`config.mk`:
```
export PLATFORM = sky130hd
export DESIGN_NAME = adder_32bit_seq
export DESIGN_NICKNAME = d
export VERILOG_FILES = /design/src/rtl/adder_32bit_seq.sv
export SDC_FILE = /design/constraint.sdc
export NUM_CORES = 1
export LEC_CHECK = 0
export BUFFER_PORTS_ARGS = -buffer_cell sky130_fd_sc_hd__buf_2
export CORE_ASPECT_RATIO = 0.8
export CORE_MARGIN = 4
export CORE_UTILIZATION = 62
export DETAILED_ROUTE_END_ITERATION = 8
export HOLD_SLACK_MARGIN = 0.02
export PLACE_DENSITY = 0.83
export SLEW_MARGIN = 30
export SYNTH_ARGS = -nofsm -noshare
export SYNTH_HDL_FRONTEND = slang
export SYNTH_HIERARCHICAL = 1
export SYNTH_SLANG_ARGS = --single-unit
```
`constraint.sdc`:
```
create_clock -name clk -period 7.7 [get_ports clk]
set_clock_uncertainty 0.15 [all_clocks]
set_input_delay 1.155 -clock clk [delete_from_list [all_inputs] [get_ports clk]]
set_output_delay 1.155 -clock clk [all_outputs]
set_load 0.03 [all_outputs]
```
`src/rtl/adder_32bit_seq.sv`:
```
// Nibble-serial WIDTH-bit adder: one 4-bit slice is reused for NIBBLES clocks,
// least-significant nibble first, with the carry held in a register between nibbles.

module adder_4bit (
   input  logic [3:0] a,
   input  logic [3:0] b,
   input  logic       carry_in,
   output logic [3:0] sum,
   output logic       carry_out,
   output logic       overflow
);

   logic [3:0] low;
   logic [1:0] high;

   // Split at bit 3 so the carry into the MSB is visible for signed overflow
   assign low       = {1'b0, a[2:0]} + {1'b0, b[2:0]} + {3'b000, carry_in};
   assign high      = {1'b0, a[3]} + {1'b0, b[3]} + {1'b0, low[3]};
   assign sum       = {high[0], low[2:0]};
   assign carry_out = high[1];
   assign overflow  = high[1] ^ low[3];

endmodule

module adder_32bit_seq #(
   parameter int WIDTH   = 32,
   parameter int NIBBLES = WIDTH / 4
) (
   input  logic             clk,
   input  logic             rst_n,
   input  logic             start,
   input  logic [WIDTH-1:0] a,
   input  logic [WIDTH-1:0] b,
   input  logic             carry_in,
   output logic             busy,
   output logic             done,
   output logic [WIDTH-1:0] sum,
   output logic             carry_out,
   output logic             overflow
);

   localparam int IDXW = $clog2(NIBBLES);
   localparam logic [IDXW-1:0] LAST_IDX = IDXW'(NIBBLES - 1);

   typedef enum logic [1:0] {IDLE, RUN, DONE} state_e;

   state_e           state_q, state_d;
   logic [IDXW-1:0]  idx_q;
   logic             carry_q;
   logic [WIDTH-1:0] aSh_q, bSh_q, resSh_q, resSh_d;
   logic [WIDTH-1:0] sum_q;
   logic             carryOut_q, overflow_q;

   logic       accept;
   logic [3:0] sliceA, sliceB, sliceSum;
   logic       sliceCin, sliceCout, sliceOvf;
   logic [IDXW+1:0] bitBase;

   assign accept  = start && (state_q != RUN);
   assign bitBase = {idx_q, 2'b00};

   adder_4bit u_slice (
      .a         (sliceA),
      .b         (sliceB),
      .carry_in  (sliceCin),
      .sum       (sliceSum),
      .carry_out (sliceCout),
      .overflow  (sliceOvf)
   );

   always_ff @(posedge clk or negedge rst_n) begin
      if (!rst_n) state_q <= IDLE;
      else        state_q <= state_d;
   end

   always_comb begin
      state_d = state_q;
      case (state_q)
         IDLE:    if (start) state_d = RUN;
         RUN:     if (idx_q == LAST_IDX) state_d = DONE;
         DONE:    state_d = start ? RUN : IDLE;
         default: state_d = IDLE;
      endcase
   end

   always_comb begin
      busy = (state_q == RUN);
      done = (state_q == DONE);
   end

   // Slice is fed zeros outside RUN so it never toggles on idle operands
   always_comb begin
      sliceA   = 4'h0;
      sliceB   = 4'h0;
      sliceCin = 1'b0;
      resSh_d  = resSh_q;
      if (state_q == RUN) begin
         sliceA   = aSh_q[bitBase +: 4];
         sliceB   = bSh_q[bitBase +: 4];
         sliceCin = carry_q;
         resSh_d[bitBase +: 4] = sliceSum;
      end
   end

   always_ff @(posedge clk or negedge rst_n) begin
      if (!rst_n) begin
         idx_q      <= '0;
         carry_q    <= 1'b0;
         aSh_q      <= '0;
         bSh_q      <= '0;
         resSh_q    <= '0;
         sum_q      <= '0;
         carryOut_q <= 1'b0;
         overflow_q <= 1'b0;
      end else if (accept) begin
         idx_q   <= '0;
         carry_q <= carry_in;
         aSh_q   <= a;
         bSh_q   <= b;
         resSh_q <= '0;
      end else if (state_q == RUN) begin
         idx_q   <= idx_q + IDXW'(1);
         carry_q <= sliceCout;
         resSh_q <= resSh_d;
         // Visible results only move on the final nibble, never mid-add
         if (idx_q == LAST_IDX) begin
            sum_q      <= resSh_d;
            carryOut_q <= sliceCout;
            overflow_q <= sliceOvf;
         end
      end
   end

   assign sum       = sum_q;
   assign carry_out = carryOut_q;
   assign overflow  = overflow_q;

endmodule

```
Yosys cells after proc, flatten, opt, wreduce, memory -nomap -nowiden

Index checks and enable logic that the tools add are counted.
Widths: inputs -> output; s select.

Bits in registers: 136
Output and inout bits: 36
Word-level logic and storage cells: 46

$add $sub $neg: 6
Eq/ne operators: 6
Shifts and indexed selects: 4
Muxes and demuxes: 14
Bitwise operators: 2
Reduce and logical (&&, ||, !) cells: 5

Operators by type and width:

| kind                   | number |
|---|---|
| $mux 32                | 2 |
| $shiftx 32x6->4        | 2 |
| $bwmux 32              | 1 |
| $shift 4x7->32 const A | 1 |
| $shiftx 4x7->32        | 1 |
| $mux 4                 | 2 |
| $neg 5->7              | 1 |
| $mux 3                 | 2 |
| $pmux 2 s3             | 1 |
| $add 3x3->4            | 1 |
| $add 4x1->4            | 1 |
| $mux 1                 | 4 |
| $mux 2                 | 2 |
| $ne 2x1->1 const B     | 2 |
| $add 3x1->3 const B    | 1 |
| $eq 3x3->1 const B     | 1 |
| $reduce_and 3->1       | 1 |
| $add 1x1->2            | 1 |
| $add 2x1->2            | 1 |
| $eq 2x1->1 const B     | 1 |
| $eq 2x2->1 const B     | 1 |
| $logic_not 2->1        | 1 |
| $ne 2x2->1 const B     | 1 |
| $reduce_and 2->1       | 1 |
| 4 further kinds        | 4 |

Depth between registers and ports, before layout

Gate-level depths: netlist of the first run.

Depth after elaboration: 9
Depth in mapped cells: 15

Cells and area by module

The synthesis of the first run kept the hierarchy.

Modules (own cells, without submodules):

| module          | times used | cells an instance | area an instance (um2) |
|---|---|---|---|
| adder_32bit_seq | 1          | 563               | 6646.4 |
| adder_4bit      | 1          | 17                | 148.9 |

Worst setup path after synthesis of the first run

Ideal clock, no wire load.

Path type: reg2reg
Start point: register idx_q[0]
End point: register sum_q[11], in the netlist sum[11]
Data arrival time: 3425 ps
Required time: 7467 ps
Setup slack: 4043 ps
Stages on the path, launching flop included: 14
Path through: dfrtp_1 buf_6 buf_6 mux4_2 a22o_1 fa_1 a21o_1 a21oi_2 fa_1 inv_1 nor2b_1 buf_1 a32oi_1 o21ai_0

Cells in the longest elaborated chain, start to end: 7
Elaborated cells between the ends (all ways): 14
Those cells by class: 5 x add/sub; 1 x eq/ne; 4 x shift; 3 x mux; 1 x reduce/logical

RTL lines:

| what                   | line | text |
|---|---|---|
| from (decl)            | 48   | `logic [IDXW-1:0] idx_q;` |
| from (signal assigned) | 122  | `idx_q <= idx_q + IDXW'(1);` |
| $shiftx 32x6->4        | 98   | `sliceA = aSh_q[bitBase +: 4];` |
| $mux 4                 | 97   | `if (state_q == RUN) begin` |
| net sliceA[0]          | 55   | `logic [3:0] sliceA, sliceB, sliceSum;` |
| $add 3x3->4            | 17   | `assign low = {1'b0, a[2:0]} + {1'b0, b[2:0]} + {3'b000, carry_in};` |
| $add 4x1->4            | 17   |  |
| $add 2x1->2            | 18   | `assign high = {1'b0, a[3]} + {1'b0, b[3]} + {1'b0, low[3]};` |
| net sliceSum[3]        | 55   |  |
| $shiftx 4x7->32        | 101  | `resSh_d[bitBase +: 4] = sliceSum;` |
| $bwmux 32              | 101  |  |
| to (signal assigned)   | 127  | `sum_q <= resSh_d;` |
| to (decl)              | 51   | `logic [WIDTH-1:0] sum_q;` |

The timed path passes the listed nets, and every way through them passes these cells.
A chain may end at the register's enable or synchronous reset.

Worst setup path in the final report of the first run

Start point: register idx_q[1]
End point: register sum_q[11], in the netlist sum[11]

Cells in the longest elaborated chain, start to end: 7
Elaborated cells between the ends (all ways): 14
Those cells by class: 5 x add/sub; 1 x eq/ne; 4 x shift; 3 x mux; 1 x reduce/logical

RTL lines:

| what            | line | text |
|---|---|---|
| $shiftx 32x6->4 | 99   | `sliceB = bSh_q[bitBase +: 4];` |
| $mux 4          | 97   |  |
| net sliceB[0]   | 55   |  |
| $add 3x3->4     | 17   |  |
| $add 4x1->4     | 17   |  |
| $add 2x1->2     | 18   |  |
| net sliceSum[3] | 55   |  |
| $shiftx 4x7->32 | 101  |  |
| $bwmux 32       | 101  |  |

The timed path passes the listed nets, and every way through them passes these cells.

==> results.json, run 1 <==
{
  "status": "complete, no violations",
  "cts_root_buf": "clkbuf_16",
  "grt_pass1_wl_um": 28090,
  "hold_path_class": "flop to flop",
  "path_delay_family": "compound AO/OA/AOI/OAI gates",
  "cts_buffers": 17,
  "whs_endpoint": "sum[8]$_DFFE_PN0P_",
  "cts_buffer_depth": 2,
  "crit_top_cell": "fa_1",
  "gp_congestion": 0.8523,
  "fin_ws_ns": 3.156,
  "whs_path_depth": 2,
  "wirelength_um": 17540,
  "vias": 5289,
  "clkTransAtPathRegs_ns": 0.06,
  "cts_tree": "built",
  "initial_core_util_pct": 64.79,
  "switchingPower_w": 0.001905,
  "critical_path_arrival_ns": 4.74,
  "async_flop_share_pct": 100.0,
  "report.final.slew_viol_count": 0,
  "h-tree-depth": 4,
  "fp.coreArea_mm2": 0.01049,
  "vias_per_cell": 6.498,
  "required_ns": 7.90,
  "syn_nets": 661,
  "synth_area_mm2": 0.006795,
  "firstDrtPassIters": 5,
  "ys_types": 57,
  "sw_frac_of_total_pct": 44.82,
  "syn_to_final_growth_pct": 16.55,
  "yosysSeqAreaShare_pct": 50.08,
  "worst-path-buf-inv": 2,
  "fin_area_mm2": 0.007920,
  "share_comb_of_total_power_pct": 48.2,
  "synth.top_cell.area_share_pct": 50.08,
  "dp_worst_setup_slack_ns": 2.774,
  "tightest_slew_ns": 1.001,
  "reg2reg_slack_ns": 3.16,
  "nets": 742,
  "gr-usage-all-layers_pct": 28.52,
  "yosys_most_used_dff": "dfrtp_1",
  "cp-end-kind": "flop",
  "finalSetupTns_ns": 0,
  "leakagePower_nw": 3.572,
  "clk_latency_ns": 0.43,
  "clkPwrFrac_pct": 20.7,
  "seqPwrFrac_pct": 31.2,
  "crit_path_start_kind": "flop",
  "critical_path_class": "flop to flop",
  "min_from": "sum[8]$_DFFE_PN0P_",
  "drcViolationCount": 0,
  "ant_nets": 0,
  "port_buffers": 103,
  "cp_max_fo": 17,
  "crit_chain": "buf_4 -> mux4_2 -> a22o_1 -> fa_1 -> a21o_1 -> a21oi_2 -> fa_1 -> inv_1 -> nor2b_1 -> a32oi_1 -> o21ai_0",
  "r2r-end": "sum[11]$_DFFE_PN0P_",
  "die_area_mm2": 0.01271,
  "holdBufCountCts": 0,
  "ioPinCount": 104,
  "ir_worst_vdd_mv": 0.2722,
  "synth-edff-count": 0,
  "wl_per_cell_um": 21.54,
  "syn_inst": 580,
  "grt.overflow.total": 0,
  "ff2ff_path_depth": 11,
  "period_share_pct": 59.02,
  "slowest_delay_ns": 0.72,
  "cts.sinks": 136,
  "synth_area_per_cell_um2": 11.72,
  "post-route-min-period_ns": 4.544,
  "powerDensity_mw_per_mm2": 536.7,
  "grt_pass1_vias": 5293,
  "synth_area_leader_cell": "dfrtp_1",
  "die_w_um": 125.0,
  "die_height_um": 101.6,
  "cts_setup_buffers": 0,
  "ys_ff_latch": 136,
  "antenna_found_initial": 0,
  "r2r-start": "idx_q[1]$_DFFE_PN0P_",
  "n_fill_cell": 676,
  "rsz0062_at_grt": "no",
  "drt_iter0_markers": 723,
  "placed_cell_area_mm2": 0.007261,
  "fin_util_pct": 75.52,
  "hpwl_um": 11230,
  "grt_max_degree": 72,
  "cts_resized": 0,
  "drive_gt1_share_pct": 35.31,
  "cap_violations": 0,
  "cp_slowest_cell": "dfrtp_1",
  "synth_area_leaders": "dfrtp_1 (50%), mux2_2 (11%), nand3_1 (3.0%)",
  "setup_viol": 0,
  "ys_warn_count": 6,
  "slew-limit-headroom_pct": 33.16,
  "hold_violations": 0,
  "diodes": 0,
  "timing.fmax_ghz": 0.2201,
  "power.internal_w": 0.002346,
  "rows": 33
}
==> stage by stage <==
stage          power (W)  std cells  hold WS, ns
3_5_place_dp    0.003288        781       0.3193
3_3_place_gp    0.003183        781       0.3081
2_1_floorplan   0.002799        580       0.3068
5_1_grt         0.004468        814       0.3597
6_report        0.004251        814       0.3265
4_1_cts         0.004210        813       0.3335
==> how the worst max path moves through the flow <==
stage / to / startpoint / slack (ns) / cells after the start
floorplan: sum[11]$_DFFE_PN0P_ / idx_q[0]$_DFFE_PN0P_ / 4.04 / 13
CTS: sum[11]$_DFFE_PN0P_ / state_q[0]$_DFFE_PN0P_ / 2.73 / 11
finish: sum[11]$_DFFE_PN0P_ / idx_q[1]$_DFFE_PN0P_ / 3.16 / 11
global placement: sum[11]$_DFFE_PN0P_ / state_q[0]$_DFFE_PN0P_ / 3.05 / 11
detailed placement: sum[11]$_DFFE_PN0P_ / state_q[0]$_DFFE_PN0P_ / 2.77 / 11
global route: sum[11]$_DFFE_PN0P_ / idx_q[1]$_DFFE_PN0P_ / 2.94 / 11
==> registers in the layout, summed over array words and instances, names as in the netlist <==
register   flops
idx_q          3
overflow       1
aSh_q         32
state_q        2
carry_q        1
carry_out      1
resSh_q       32
bSh_q         32
sum           32
==> power by group through the flow <==
stage	clock, W	sequential, W	combinational, W
2_1_floorplan	0	0.00137	0.00143
3_3_place_gp	0	0.00129	0.00189
3_5_place_dp	0	0.00132	0.00197
4_1_cts	0.000884	0.00132	0.00201
5_1_grt	0.000914	0.00137	0.00219
6_report	0.000879	0.00132	0.00205
==> layout make-up <==
cell class / count / area [µm²] / share of cell area, %
clock buffer: 18 / 439.2 / 5.545
clock inverter: 14 / 196.4 / 2.480
inverter: 14 / 52.55 / 0.6635
multi-input combinational: 383 / 3075 / 38.83
sequential: 136 / 3407 / 43.02
tap: 140 / 175.2 / 2.212
timing repair buffer: 109 / 574.3 / 7.251
==> worst min-delay path, delay by kind of cell, from the launching register on <==
family / cells / cell delay [ns]
flip-flops: 1 / 0.34
AND/OR/NAND/NOR: 1 / 0.04
AO/OA/AOI/OAI: 1 / 0.06
==> cells in the final DEF (no fill, tap or decap), types with 4 or more instances in the layout <==
cell type	n
o211a_1	4
a21oi_1	16
o21a_1	5
nand4_1	8
a221oi_1	8
nand3_1	41
a32oi_1	4
o21ai_1	6
nor2b_1	5
o211ai_1	24
mux2i_1	17
a22o_1	12
nor2_1	36
inv_1	12
clkbuf_16	17
buf_2	102
ha_1	10
o211ai_2	4
a31oi_1	8
o21ai_0	17
o2bb2ai_1	4
bufinv_16	4
dfrtp_1	135
a221o_1	4
buf_4	5
mux2_2	67
nand2_1	22
mux4_2	8
o22ai_1	9
nand2b_1	9
==> cell families after synthesis <==
kind of cell               Yosys count  share of synthesized area [%]
AOI/OAI and AO/OA                  132                          14.34
muxes                               92                          16.26
xor gates and xnor gates             2                         0.2578
and+or+nand+nor                    144                          11.55
DFF                                136                          50.08
adders and majority gates           13                          2.725
buffers and inverters               61                          4.787
==> synthesized netlist by cell type, drive strengths merged (5+ instances only) <==
cell / n
dfrtp: 136
mux2: 67
nand3: 41
nor2: 37
buf: 34
o211ai: 28
nand2: 23
o21ai: 23
a21oi: 17
mux2i: 17
clkbuf: 13
inv: 13
a22o: 12
nand2b: 11
ha: 10
o22ai: 9
a221oi: 8
a31oi: 8
mux4: 8
nand4: 8
nor2b: 5
o21a: 5
==> metal layers <==
| metal | up-vias | track usage (%) | share of wire [%] |
|---|---|---|---|
| met4 | 0 | 11.67 | 2.1 |
| met5 | - | 0 | 0 |
| met2 | 280 | 44.57 | 48 |
| li1 | 2319 | - | - |
| met3 | 35 | 7.011 | 7.5 |
| met1 | 2655 | 39.00 | 43 |
No activity file was read; power rests on OpenSTA's default activity.
==> run 2, diff against run 1 <==
Settings changed: CORE_UTILIZATION 62 to 57, PLACE_DENSITY 0.83 to 0.77.
Clock period 7.7 ns to 4.7 ns, I/O delays scaled along.
==> run 2 against run 1 <==
Global-route usage is 3.1 points lower. First-iteration DRC count shrank 27%. Fmax rose by 16%. Worst setup slack worse by 2.4 ns. Sequential power is 63% higher. Die area up 8.1%. Largest power group unchanged. Highest routed layer unchanged.
==> results.json, run 2 (synthesis gave the netlist of run 1 again) <==
{
  "grt_pass1_wl_um": 27500,
  "drt_iter0_markers": 527,
  "die_area_mm2": 0.01374,
  "leakagePower_nw": 3.632,
  "powerDensity_mw_per_mm2": 890.9,
  "hold_violations": 0,
  "wirelength_um": 16740,
  "h-tree-depth": 4,
  "ioPinCount": 104,
  "grt_max_degree": 118,
  "cts_tree": "built",
  "rows": 35,
  "finalSetupTns_ns": 0,
  "status": "complete, no violations",
  "die_height_um": 105.7,
  "fp.coreArea_mm2": 0.01160,
  "post-route-min-period_ns": 3.916,
  "port_buffers": 103,
  "cts.sinks": 136,
  "setup_viol": 0,
  "clk_latency_ns": 0.42,
  "cts_setup_buffers": 0,
  "cp_max_fo": 19,
  "cts_root_buf": "clkbuf_16",
  "vias": 5144,
  "drcViolationCount": 0,
  "wl_per_cell_um": 20.17,
  "grt.overflow.total": 0,
  "ant_nets": 0,
  "vias_per_cell": 6.198,
  "cp-end-kind": "flop",
  "rsz0062_at_grt": "no",
  "report.final.slew_viol_count": 0,
  "gr-usage-all-layers_pct": 25.39,
  "firstDrtPassIters": 5,
  "clkTransAtPathRegs_ns": 0.06,
  "cts_buffers": 17,
  "crit_path_start_kind": "flop",
  "syn_to_final_growth_pct": 18.03,
  "diodes": 0,
  "antenna_found_initial": 0,
  "hold_slack_ns": 0.3259,
  "hpwl_um": 11390,
  "timing.fmax_ghz": 0.2554,
  "critical_path_class": "flop to flop",
  "initial_core_util_pct": 58.56,
  "gp_congestion": 0.8687,
  "layout_commonest_cell": "dfrtp_1",
  "ir_worst_vdd_mv": 0.4698,
  "most-common-layout-cells": "dfrtp_1 (135), buf_2 (102), mux2_2 (67)",
  "hold_path_class": "flop to flop",
  "nets": 750,
  "grt_pass1_vias": 5307,
  "cts_buffer_depth": 2,
  "required_ns": 4.89,
  "tightest_slew_ns": 0.8999,
  "slew-limit-headroom_pct": 40.01,
  "drive_gt1_share_pct": 35.48,
  "die_w_um": 130.1,
  "cap_violations": 0,
  "critical_path_arrival_ns": 4.11,
  "period_share_pct": 83.31
}
-- run 2: final cells by class --
cell class,instances,area (µm²)
Clock inverter,14,244.0
Clock buffer,18,429.2
Sequential cell,136,3405
Inverter,14,52.55
Multi-Input combinational cell,383,3067
Timing Repair Buffer,117,638.1
Tap cell,148,185.2
Fill cell,825,3585
-- run 2: final timing paths --
kind	from	endpoint	slack, ns	cells past startpoint
max in group asynchronous	rst_n	idx_q[0]$_DFFE_PN0P_	2.94	3
min	sum[10]$_DFFE_PN0P_	sum[10]$_DFFE_PN0P_	0.33	2
max	idx_q[1]$_DFFE_PN0P_	sum[11]$_DFFE_PN0P_	0.78	11
min in group asynchronous	rst_n	sum[6]$_DFFE_PN0P_	0.55	2
min reg2reg	sum[10]$_DFFE_PN0P_	sum[10]$_DFFE_PN0P_	0.33	2
max reg2reg	idx_q[1]$_DFFE_PN0P_	sum[11]$_DFFE_PN0P_	0.78	11
-- run 2: what timing repair did --
action                    4_1_cts  5_1_grt
hold buffers                    1        0
hold endpoints to repair       19        0
gates resized for setup         0        0
-- run 2: worst max-delay path: stages (launching register included) --
cell	delay (ns)
dfrtp_1	0.93
mux4_2	0.43
a22o_1	0.27
fa_1	0.44
a21o_1	0.19
a21oi_2	0.21
fa_1	0.44
inv_1	0.17
nor2b_1	0.15
buf_4	0.19
a32oi_1	0.10
o21ai_0	0.16
-- run 2: report_power, final --
| part | switching [W] | internal [W] | leakage, nW | total (W) |
|---|---|---|---|---|
| clock | 0.000528 | 0.00100 | 0.322 | 0.00153 |
| combinational | 0.00216 | 0.00131 | 1.63 | 0.00347 |
| sequential | 0.000423 | 0.00172 | 1.68 | 0.00215 |
-- run 2: through the flow --
stage	std cells	utilization [%]	setup slack (ns)	instance area, µm²	total power [W]
CTS	830	69.11	0.8345	8020	0.007108
finish	830	69.11	0.7844	8020	0.007145
floorplan	580	-	1.043	6795	0.004586
detailed placement	797	63.22	0.8490	7337	0.005545
global route	830	69.11	0.5343	8020	0.007560
global placement	797	63.22	0.9433	7337	0.005413
-- run 2: layer usage --
metal	track usage [%]	part of all wire (%)	wire length (µm)	vias to the layer above
met5	0	0	0	-
met4	7.047	1.8	296	0
met3	6.586	6.1	1025	35
met2	40.41	49	8121	193
met1	34.51	44	7301	2586
li1	-	-	-	2330
==> run 3, diff against run 2 <==
Clock period 4.7 ns to 3.8 ns, I/O delays scaled along.
==> run 3 against run 2 <==
Utilization rose by 0.13 points. Routed wire length rose by 3.0%. Largest cell class unchanged. Sequential share of layout area fell by 0.079 points. Via count rose by 2.5%. Combinational power rose by 30%. Clock-buffer cell count fell by 1. Clock power rose by 7%.
==> results.json, run 3 (synthesis gave the netlist of run 1 again) <==
{
  "report.final.slew_viol_count": 0,
  "port_buffers": 103,
  "cp_max_fo": 10,
  "setup_viol": 0,
  "drt_iter0_markers": 445,
  "wl_per_cell_um": 20.48,
  "finalSetupTns_ns": 0,
  "ir_worst_vdd_mv": 0.6909,
  "gr-usage-all-layers_pct": 26.45,
  "post-route-min-period_ns": 3.555,
  "vias": 5271,
  "most-common-layout-cells": "dfrtp_1 (135), buf_2 (102), mux2_2 (67)",
  "hold_path_class": "primary input to async pin",
  "cp_slowest_cell": "mux4_2",
  "hold_violations": 0,
  "placed_cells": 805,
  "leakagePower_nw": 3.652,
  "critical_path_arrival_ns": 3.75,
  "cts_root_buf": "clkbuf_16",
  "period_share_pct": 93.55,
  "cts.sinks": 136,
  "layoutNonFillerInstCount": 842,
  "vias_per_cell": 6.260,
  "reg2reg_slack_ns": 0.25,
  "slowest_delay_ns": 0.52,
  "dr_wl_met3_um": 1320,
  "diodes": 0,
  "cp-end-kind": "flop",
  "n_fill_cell": 798,
  "crit_path_start_kind": "flop",
  "cap_violations": 0,
  "cts_buffer_depth": 2,
  "hpwl_um": 11630,
  "die_height_um": 105.7,
  "grt.overflow.total": 0,
  "drcViolationCount": 0,
  "drt-met1-wl_um": 7168,
  "rsz0062_at_grt": "no",
  "h-tree-depth": 4,
  "nets": 762,
  "grt_pass1_wl_um": 28430,
  "worst-path-buf-inv": 3,
  "placed_cell_area_mm2": 0.007397,
  "multi_input_area_mm2": 0.003067,
  "cts_buffers": 17,
  "holdBufCountCts": 0,
  "die_w_um": 130.1,
  "r2r-start": "idx_q[0]$_DFFE_PN0P_",
  "path_delay_family": "compound AO/OA/AOI/OAI gates",
  "clk_latency_ns": 0.42,
  "layout_commonest_cell": "dfrtp_1",
  "initial_core_util_pct": 58.56,
  "regArea_mm2": 0.003405,
  "syn_to_final_growth_pct": 18.25,
  "met2_length_um": 8481,
  "cts_resized": 0,
  "rows": 35,
  "slew-limit-headroom_pct": 49.10,
  "timing.fmax_ghz": 0.2813,
  "r2r-end": "sum[11]$_DFFE_PN0P_",
  "grt_max_degree": 48,
  "ff2ff_path_depth": 12,
  "antenna_found_initial": 0,
  "routed.top_layer": "met4",
  "status": "complete, no violations",
  "required_ns": 3.99,
  "ioPinCount": 104,
  "cts_tree": "built",
  "critical_path_class": "flop to flop",
  "wirelength_um": 17250,
  "tightest_slew_ns": 0.7608,
  "fp.coreArea_mm2": 0.01160,
  "die_area_mm2": 0.01374,
  "firstDrtPassIters": 5,
  "gp_congestion": 0.8424,
  "ant_nets": 0,
  "clkTransAtPathRegs_ns": 0.06,
  "drive_gt1_share_pct": 36.89,
  "fin_area_mm2": 0.008035,
  "powerDensity_mw_per_mm2": 1086,
  "grt_pass1_vias": 5532,
  "crit_chain": "buf_4 -> mux4_2 -> a22o_1 -> fa_1 -> a21o_1 -> a21oi_2 -> fa_1 -> inv_1 -> nor2b_1 -> buf_4 -> a32oi_1 -> o21ai_0"
}
[run 3: layer usage]
| metal | global-route usage, % | vias to the layer above |
|---|---|---|
| met4 | 8.160 | 0 |
| met1 | 36.26 | 2632 |
| met2 | 41.73 | 253 |
| met5 | 0 | - |
| met3 | 6.434 | 29 |
| li1 | - | 2357 |
[run 3: where the power goes]
part	internal, W	switching [W]
sequential	0.00213	0.000445
combinational	0.00171	0.00280
clock	0.000928	0.000714
[run 3: repair_timing]
action	CTS	global route
buffers inserted	0	4
endpoints found under the hold margin	0	0
endpoints found under the setup margin	0	1
[run 3: area by class of cell]
class                   count  area share (%)
clock buffers              17           5.294
flip-flops and latches    136           42.37
multi-input cells         383           38.17
well taps                 148           2.305
repair buffers            129           9.234
clock inverters            15           1.978
inverters                  14          0.6540
[run 3: worst register-to-register path: stages (launching register included)]
cell,delay (ns)
dfrtp_2,0.42
buf_4,0.14
mux4_2,0.52
a22o_1,0.22
fa_1,0.45
a21o_1,0.20
a21oi_2,0.20
fa_1,0.43
inv_1,0.16
nor2b_1,0.15
buf_4,0.18
a32oi_1,0.10
o21ai_0,0.16
[run 3: how the worst max path moves through the flow]
| stage | endpoint | depth (start not counted) | slack [ns] | startpoint |
|---|---|---|---|---|
| floorplan | sum[11]$_DFFE_PN0P_ | 13 | 0.14 | idx_q[0]$_DFFE_PN0P_ |
| global placement | sum[11]$_DFFE_PN0P_ | 12 | 0.29 | idx_q[0]$_DFFE_PN0P_ |
| detailed placement | sum[11]$_DFFE_PN0P_ | 12 | 0.21 | idx_q[0]$_DFFE_PN0P_ |
| CTS | sum[11]$_DFFE_PN0P_ | 12 | 0.17 | idx_q[0]$_DFFE_PN0P_ |
| global route | sum[11]$_DFFE_PN0P_ | 12 | 0.06 | idx_q[0]$_DFFE_PN0P_ |
| finish | sum[11]$_DFFE_PN0P_ | 12 | 0.25 | idx_q[0]$_DFFE_PN0P_ |
[run 3: per-stage QoR]
stage	power [W]	util [%]	worst slack [ns]	hold slack [ns]
floorplan	0.005672	-	0.1427	0.1244
global placement	0.006806	63.74	0.2929	0.3106
detailed placement	0.006922	63.74	0.2104	0.3133
CTS	0.008609	68.78	0.1745	0.02629
global route	0.009234	69.24	0.05969	0.06231
finish	0.008724	69.24	0.2453	0.01979
